`src/rtl/mandelbrot_stream.sv`:
```
// Streaming Mandelbrot/Julia escape-time engine: iterates one pixel at a time in
// raster order and delivers iteration counts over a valid/ready pixel stream.
module mandelbrot_stream #(
    parameter  int BITWIDTH = 10,
    parameter  int FRAC     = BITWIDTH - 3,
    parameter  int CTRWIDTH = 8,
    parameter  int MAXW     = 320,
    parameter  int MAXH     = 240,
    localparam int XW       = $clog2(MAXW + 1),
    localparam int YW       = $clog2(MAXH + 1)
) (
    input  logic                clk,
    input  logic                rst,
    input  logic                start,
    input  logic                abort,
    input  logic                julia,
    input  logic [XW-1:0]       cfg_width,
    input  logic [YW-1:0]       cfg_height,
    input  logic [CTRWIDTH-1:0] max_ctr,
    input  logic [6:0]          scaling,
    input  logic [BITWIDTH-1:0] cr_offset,
    input  logic [BITWIDTH-1:0] ci_offset,
    input  logic [BITWIDTH-1:0] julia_cr,
    input  logic [BITWIDTH-1:0] julia_ci,
    output logic                busy,
    output logic                pix_valid,
    input  logic                pix_ready,
    output logic [CTRWIDTH-1:0] pix_ctr,
    output logic [XW-1:0]       pix_x,
    output logic [YW-1:0]       pix_y,
    output logic                pix_eol,
    output logic                pix_last,
    output logic                frame_done
);
    localparam int PW = 2 * BITWIDTH + 2;
    localparam logic signed [PW-1:0] FOUR = PW'(64'd4 << (2 * FRAC));

    typedef enum logic {IDLE, ITER} state_t;
    state_t state, state_nx;

    logic [XW-1:0]       last_x, x, nx_x;
    logic [YW-1:0]       last_y, y, nx_y;
    logic [CTRWIDTH-1:0] max_q, ctr;
    logic [BITWIDTH-1:0] step_q, cr_off_q, jcr_q, jci_q;
    logic                julia_q, ovf;
    logic [BITWIDTH-1:0] p_re, p_im, nx_re, nx_im;
    logic signed [BITWIDTH-1:0] zr, zi, cr, ci;

    logic signed [PW-1:0] zr_w, zi_w, zr2, zi2, zrzi, new_r, new_i;
    logic ovf_nx, brk, at_eol, is_last, slot_free;
    logic do_start, do_iter, do_emit;
    logic                ld_julia;
    logic [BITWIDTH-1:0] ld_re, ld_im, ld_jcr, ld_jci;

    // One escape-time step at full precision; the stored z is the truncated result.
    always_comb begin
        zr_w   = PW'(zr);
        zi_w   = PW'(zi);
        zr2    = zr_w * zr_w;
        zi2    = zi_w * zi_w;
        zrzi   = zr_w * zi_w;
        new_r  = ((zr2 - zi2) >>> FRAC) + PW'(cr);
        new_i  = ((zrzi <<< 1) >>> FRAC) + PW'(ci);
        ovf_nx = (new_r != PW'($signed(new_r[BITWIDTH-1:0])))
              || (new_i != PW'($signed(new_i[BITWIDTH-1:0])));
        brk    = ((zr2 + zi2) >= FOUR) || (ctr == max_q) || ovf;
    end

    assign at_eol     = (x == last_x);
    assign is_last    = at_eol && (y == last_y);
    assign slot_free  = !pix_valid || pix_ready;
    assign busy       = (state == ITER);
    assign frame_done = pix_valid && pix_ready && pix_last;

    always_comb begin
        // NOTE: every signal driven here gets a default first, so no latch is inferred.
        state_nx = state;
        do_start = 1'b0;
        do_iter  = 1'b0;
        do_emit  = 1'b0;
        case (state)
            IDLE: if (start && !abort) begin
                do_start = 1'b1;
                state_nx = ITER;
            end
            ITER: begin
                if (abort) begin
                    state_nx = IDLE;
                end else if (!brk) begin
                    do_iter = 1'b1;
                end else if (slot_free) begin
                    do_emit = 1'b1;
                    if (is_last) state_nx = IDLE;
                end
            end
            default: state_nx = IDLE;
        endcase
    end

    // Next raster position; the coordinate is stepped incrementally, wrapping mod 2^BITWIDTH.
    always_comb begin
        if (at_eol) begin
            nx_x  = '0;
            nx_y  = y + YW'(1);
            nx_re = cr_off_q;
            nx_im = p_im + step_q;
        end else begin
            nx_x  = x + XW'(1);
            nx_y  = y;
            nx_re = p_re + step_q;
            nx_im = p_im;
        end
        ld_re    = do_start ? cr_offset : nx_re;
        ld_im    = do_start ? ci_offset : nx_im;
        ld_julia = do_start ? julia     : julia_q;
        ld_jcr   = do_start ? julia_cr  : jcr_q;
        ld_jci   = do_start ? julia_ci  : jci_q;
    end

    always_ff @(posedge clk or posedge rst) begin
        // NOTE: sequential state uses non-blocking assignments so every flop samples pre-edge values.
        if (rst) state <= IDLE;
        else     state <= state_nx;
    end

    always_ff @(posedge clk or posedge rst) begin
        if (rst) begin
            last_x   <= '0;
            last_y   <= '0;
            max_q    <= '0;
            step_q   <= '0;
            cr_off_q <= '0;
            jcr_q    <= '0;
            jci_q    <= '0;
            julia_q  <= 1'b0;
        end else if (do_start) begin
            last_x   <= (cfg_width == '0) ? '0 : cfg_width - XW'(1);
            last_y   <= (cfg_height == '0) ? '0 : cfg_height - YW'(1);
            max_q    <= max_ctr;
            step_q   <= BITWIDTH'({1'b0, scaling} + 8'd1);
            cr_off_q <= cr_offset;
            jcr_q    <= julia_cr;
            jci_q    <= julia_ci;
            julia_q  <= julia;
        end
    end

    always_ff @(posedge clk or posedge rst) begin
        if (rst) begin
            x    <= '0;
            y    <= '0;
            p_re <= '0;
            p_im <= '0;
            zr   <= '0;
            zi   <= '0;
            cr   <= '0;
            ci   <= '0;
            ctr  <= '0;
            ovf  <= 1'b0;
        end else if (do_start || do_emit) begin
            x    <= do_start ? '0 : nx_x;
            y    <= do_start ? '0 : nx_y;
            p_re <= ld_re;
            p_im <= ld_im;
            zr   <= ld_julia ? ld_re : '0;
            zi   <= ld_julia ? ld_im : '0;
            cr   <= ld_julia ? ld_jcr : ld_re;
            ci   <= ld_julia ? ld_jci : ld_im;
            ctr  <= '0;
            ovf  <= 1'b0;
        end else if (do_iter) begin
            zr   <= new_r[BITWIDTH-1:0];
            zi   <= new_i[BITWIDTH-1:0];
            ctr  <= ctr + CTRWIDTH'(1);
            ovf  <= ovf_nx;
        end
    end

    // A beat is held until accepted; abort drops it, a new break may replace it on the handshake.
    always_ff @(posedge clk or posedge rst) begin
        if (rst) begin
            pix_valid <= 1'b0;
            pix_ctr   <= '0;
            pix_x     <= '0;
            pix_y     <= '0;
            pix_eol   <= 1'b0;
            pix_last  <= 1'b0;
        end else if (state == ITER && abort) begin
            pix_valid <= 1'b0;
        end else if (do_emit) begin
            pix_valid <= 1'b1;
            pix_ctr   <= ctr;
            pix_x     <= x;
            pix_y     <= y;
            pix_eol   <= at_eol;
            pix_last  <= is_last;
        end else if (pix_ready) begin
            pix_valid <= 1'b0;
        end
    end
endmodule

```
`config.mk`:
```
export PLATFORM = sky130hd
export DESIGN_NAME = mandelbrot_stream
export DESIGN_NICKNAME = d
export VERILOG_FILES = /design/src/rtl/mandelbrot_stream.sv
export SDC_FILE = /design/constraint.sdc
export NUM_CORES = 1
export LEC_CHECK = 0
export ABC_AREA = 1
export CAP_MARGIN = 40
export CELL_PAD_IN_SITES_DETAIL_PLACEMENT = 1
export CELL_PAD_IN_SITES_GLOBAL_PLACEMENT = 2
export CORE_UTILIZATION = 36
export CTS_CLUSTER_SIZE = 24
export DETAILED_ROUTE_END_ITERATION = 10
export DONT_BUFFER_PORTS = 1
export GPL_ROUTABILITY_DRIVEN = 0
export PLACE_DENSITY_LB_ADDON = 0.05
export SETUP_SLACK_MARGIN = 0.5
export SYNTH_ARGS = -nofsm -noshare
export SYNTH_HDL_FRONTEND = slang
export SYNTH_SLANG_ARGS = --single-unit
```
`constraint.sdc`:
```
create_clock -name clk -period 8.1 [get_ports clk]
set_input_delay 2.43 -clock clk [delete_from_list [all_inputs] [get_ports clk]]
set_output_delay 2.43 -clock clk [all_outputs]
set_load 0.02 [all_outputs]
```
==> run metrics, run 1 <==
post-synthesis cell type count=53; largest net degree at the start of global routing=80; Seq/Total Area, Yosys=19.41%; layout cell share with drive strength beyond 1=12.92%; via/cell ratio=4.890; area grow syn2layout=16.29%; fin crit share=93.24%; WL final=74.16 mm; R2R depth=33; ANT nets after route=0; Post-DP Area=24310 µm²; Root Driver=clkbuf_16; count leader, synth=nand2_1; Yosys top cell area share=22.29%; initial antenna violation count=0; Final Hold Vio Count=0; post-layout minimum cycle time=7552 ps; Worst Skew=14.61 ps; Area contributors post-synth=fa_1 22%, dfrtp_1 19%, nand2_1 13%; Worst-path clk slew=90 ps; via count of the first global-routing pass=21080; max cap viols=0; gr ovfl total=0; number of remaining DRC errors=0; CTS tree=yes; Ports=108; first-pass GRT wire length=115.9 mm; leading area contributor after synthesis=fa_1; Die X=255.2 µm; worst slack at placement=-160.4 ps; nets@finish=3623; EDFF count, synth=0; Final setup viols=0; DRT iter0 DRCs=706; Worst-Skew Late Latency=460 ps; slowest cell on the critical path=fa_2; H-tree depth=4; Crit. path cell count=33; cell family with most CP delay=adder cells; TritonCTS Buffers=17; final instance area=26840 µm²; dominant synthesized flop cell=dfrtp_1; DP HPWL=59.78 mm; HP Class=flop to flop; Wirelength per Cell=18.89 µm; Setup CP Type=flop to flop; Inst Count DP=3817; row count=92; post-route insts no fill=3926; Bufs and invs on worst path=5; syn avg cell area=7.703 µm²; Min-Delay Path Depth=2; worst slew pin tran=904.1 ps; Max clock buf depth=2; Max FO, Critical Path=7; Syn Inst Count=2996; drt pass-1 iters=7; RSZ-0062 raised after global routing=yes; # port buffers=0; crit path capture type=flop; worst slew margin relative to its limit=39.21%; top cells by count, synth=797 x nand2_1, 558 x inv_1, 257 x fa_1; Async SR Flop Fraction=100.0%; via count of the routed design=19200; die area=65120 µm²; GRT Total Usage=23.09%; slowest stage delay, CP=550 ps; Crit path required time=8460 ps; fmax=0.1324 GHz; clock sinks=179; # fillers=7592; CP startpoint kind=flop; Layout Utilization=42.46%; number of synthesized register bits=179; CP arrival=7910 ps; Core Region=63200 µm²; starting density of the core=36.52%; yosys warns=0; outcome=finished, final reports clean; synthesized area=23080 µm²; fin. max-slew vios=0; Antenna Diode Count=0; Die H=255.2 µm; Final Worst Setup Slack=547.8 ps
## layout make-up
cell class	instances	area [µm²]	share of cell area, %
Clock buffer	19	442.9	1.651
Tap cell	846	1059	3.944
Sequential cell	179	4493	16.74
Multi-Input combinational cell	2157	17210	64.14
Timing Repair Buffer	149	1370	5.105
Inverter	563	2136	7.959
Clock inverter	13	122.6	0.4569
## per-stage QoR
stage | TNS [ps] | hold WS (ps)
4_1_cts | 0 | 480.1
2_1_floorplan | 0 | 439.1
5_1_grt | 0 | 500.7
6_report | 0 | 480.2
3_5_place_dp | -1689 | 461.9
3_3_place_gp | 0 | 456.7
## path summary, 6_finish.rpt
kind | slack [ps] | from | endpoint
setup / recovery | 550 | zi[3] | ovf
hold / removal | 480 | jci_q[1] | jci_q[1]
setup reg to reg | 550 | zi[3] | ovf
hold reg to reg | 480 | jci_q[1] | jci_q[1]
max in group asynchronous | 5140 | rst | last_y[0]
min in group asynchronous | 1790 | rst | p_im[3]
## kinds of logic after synthesis
family	share of synthesized area [%]
AOI/OAI and AO/OA	8.268
xor gates and xnor gates	6.338
adders and majority gates	34.28
buffers and inverters	11.16
DFF	19.41
other	0.03254
and+or+nand+nor	20.52
## worst min-delay path, delay by kind of cell (launching register included)
family	cells	cell delay [ps]
flops	1	320
simple gates	2	130
## timing repair
item / in CTS / in global routing
setup endpoints to repair: 114 / 106
pin swaps: 22 / 116
hold buffers: 0 / 0
buffers inserted: 15 / 59
gates resized for setup: 75 / 214
gates cloned: 0 / 3
## flip-flops by register name, indices dropped and copies added, names as in the netlist, 8 cells and up
| name | flops |
|---|---|
| pix_x | 9 |
| cr | 10 |
| y | 8 |
| x | 9 |
| zi | 10 |
| pix_ctr | 8 |
| last_y | 8 |
| zr | 10 |
| ctr | 8 |
| max_q | 8 |
| step_q | 8 |
| jcr_q | 10 |
| jci_q | 10 |
| p_im | 10 |
| ci | 10 |
| cr_off_q | 10 |
| pix_y | 8 |
| p_re | 10 |
| last_x | 9 |
## routing by layer
| layer | share of wire, % | vias to the layer above | wire, µm | GRT usage (%) |
|---|---|---|---|---|
| met5 | 0 | - | 0 | 0 |
| met4 | 2.6 | 0 | 1904 | 6.604 |
| li1 | - | 9324 | - | - |
| met2 | 51 | 217 | 37550 | 41.37 |
| met3 | 2.4 | 73 | 1791 | 2.522 |
| met1 | 44 | 9584 | 32910 | 29.16 |
## placed cells by master (no fill, tap or decap), types with 6 or more instances in the layout
cell type	netlist	layout
o211ai_1	13	13
nor2_2	1	14
a21oi_1	132	101
inv_2	2	18
nor2_1	165	151
a21oi_2	0	23
xor2_1	97	80
buf_12	0	6
xnor2_1	70	65
nand2_4	1	8
nand2_1	797	777
ha_4	0	34
a21oi_4	0	8
o21ai_0	124	110
nor3_1	26	19
nand2_2	3	16
o21a_1	6	6
nand4_1	19	19
dfrtp_1	179	168
nand3_1	126	119
buf_6	6	15
ha_1	221	183
inv_1	558	537
o22ai_1	14	14
o21ai_2	6	10
dfrtp_2	0	11
buf_4	5	118
clkbuf_16	0	20
o21bai_1	12	10
nor3_2	0	7
xor2_2	0	13
fa_1	257	252
clkinvlp_4	0	7
or2_2	9	8
nand3_2	1	6
o21ai_1	3	8
Power of run 1 is left out: the tool's default activity adds up to more than one toggle a clock period on the data nets, which glitch-free logic cannot reach.
==> run 2, diff against run 1 <==
--- a/config.mk
+++ b/config.mk
@@ -16,6 +16,7 @@
 export GPL_ROUTABILITY_DRIVEN = 0
 export PLACE_DENSITY_LB_ADDON = 0.05
 export SETUP_SLACK_MARGIN = 0.5
+export SLEW_MARGIN = 20
 export SYNTH_ARGS = -nofsm -noshare
 export SYNTH_HDL_FRONTEND = slang
 export SYNTH_SLANG_ARGS = --single-unit
==> constraint.sdc (replaced) <==
create_clock -name clk -period 8.1 [get_ports clk]
set_input_delay 1.215 -clock clk [delete_from_list [all_inputs] [get_ports clk]]
set_output_delay 1.215 -clock clk [all_outputs]
set_load 0.02 [all_outputs]
==> run 2 against run 1 <==
The run now ends with DRC left. First-iteration DRC count decreased by 3.3%. Die area unchanged. Hold slack got worse by 1.3 ps. Critical path depth increased by 3.
==> run metrics, run 2 (synthesized netlist as in run 1, its figures left out) <==
TritonCTS Buffers=17; met1 Resource Use GR=29.25%; outcome=complete, but fails checks; Crit path required time=8430 ps; Layout Utilization=42.47%; Inst Count DP=3819; worst slack at placement=-161.2 ps; Worst-Skew Late Latency=450 ps; worst slew pin tran=794.9 ps; fin crit share=91.34%; Max clock buf depth=2; # fillers=7553; max cap viols=0; Die H=255.2 µm; RSZ-0062 raised after global routing=yes; WL final=74.01 mm; Antenna Diode Count=0; HP Class=flop to flop; post-layout minimum cycle time=7399 ps; met2 Use GR=42.97%; failing checks=DRC; drt pass-1 iters=8; CTS tree=yes; Setup CP Type=flop to flop; via count of the first global-routing pass=21430; row count=92; DP HPWL=60.91 mm; Ports=108; CP arrival=7730 ps; DRT iter0 DRCs=683; clock sinks=179; number of remaining DRC errors=4; Final setup viols=0; slowest stage delay, CP=540 ps; met3 GRT Util=2.573%; Worst-path clk slew=80 ps; ANT nets after route=0; initial antenna violation count=0; cts hold-fix bufs=0; hold slack=478.9 ps; nets@finish=3620; post-route insts no fill=3923; gr ovfl total=0; CP startpoint kind=flop; Root Driver=clkbuf_16; via/cell ratio=4.876; H-tree depth=4; commonest cells after routing, fill and taps aside=769 x nand2_1, 532 x inv_1, 251 x fa_1; layout cell share with drive strength beyond 1=13.62%; fin. max-slew vios=0; area grow syn2layout=16.30%; via count of the routed design=19130; crit path capture type=flop; most common cell after layout, fill and taps aside=nand2_1; Final Hold Vio Count=0; Core Region=63200 µm²; Max FO, Critical Path=26; r2r setup slk=700 ps; starting density of the core=36.52%; Wirelength per Cell=18.87 µm; die area=65120 µm²; first-pass GRT wire length=118.0 mm; GRT Max-Usage Layer=met2; worst slew margin relative to its limit=46.77%; multi-input logic area=17270 µm²; Final Worst Setup Slack=701.3 ps; GRT Total Usage=23.52%; Worst Skew=15.86 ps; Sequential Area=4497 µm²; fmax=0.1352 GHz; Die X=255.2 µm; # port buffers=0; largest net degree at the start of global routing=113; slowest cell on the critical path=fa_1
==> run 2: cell types whose count changed in the layout (fill, tap and decap cells not counted), sizes merged <==
cell	delta
clkbuf	-1
inv	-2
==> run 2: per-stage QoR <==
stage / setup TNS [ps] / instance area (µm²)
floorplan: 0 / 23080
global placement: -115.9 / 24270
detailed placement: -696.9 / 24330
CTS: 0 / 25370
global route: 0 / 26840
finish: 0 / 26840
==> run 2: worst max-delay path: cells and delay by family (launching register included) <==
family	cells	cell delay, ps
AO/OA/AOI/OAI	5	690
XOR/XNOR	1	160
adder cells (fa/ha/maj)	7	3070
flip-flops	1	460
AND/OR/NAND/NOR	15	1740
buffers and inverters	8	1130
==> run 2: path summary, 6_finish.rpt <==
check / start / endpoint / depth (start not counted)
min in group asynchronous: rst / last_x[4] / 1
worst min register to register: jcr_q[0] / jcr_q[0] / 2
worst max-delay path: zr[1] / cr[1] / 36
max in group asynchronous: rst / zr[6] / 3
worst min-delay path: jcr_q[0] / jcr_q[0] / 2
worst max register to register: zr[1] / cr[1] / 36
==> run 2: repair_timing <==
action,in CTS,in global routing
cloned,0,0
endpoints found under the setup margin,114,114
resized for setup,65,247
setup buffers,23,48
hold endpoints to repair,0,0
pin swaps,22,129
==> run 2: metal layers <==
metal	routed length [µm]	up-vias	share of wire, %
met5	0	-	0
met4	1803	0	2.4
met3	1875	67	2.5
met2	37740	185	51
met1	32590	9543	44
li1	-	9334	-
==> run 2: layout make-up <==
type | count | share of cell area [%]
multi-input cells | 2157 | 64.35
well taps | 846 | 3.944
inverters | 563 | 7.995
clock buffers | 21 | 1.753
flip-flops and latches | 179 | 16.75
repair buffers | 146 | 4.858
clock inverters | 11 | 0.3496
Power of run 2 is left out for the same reason.
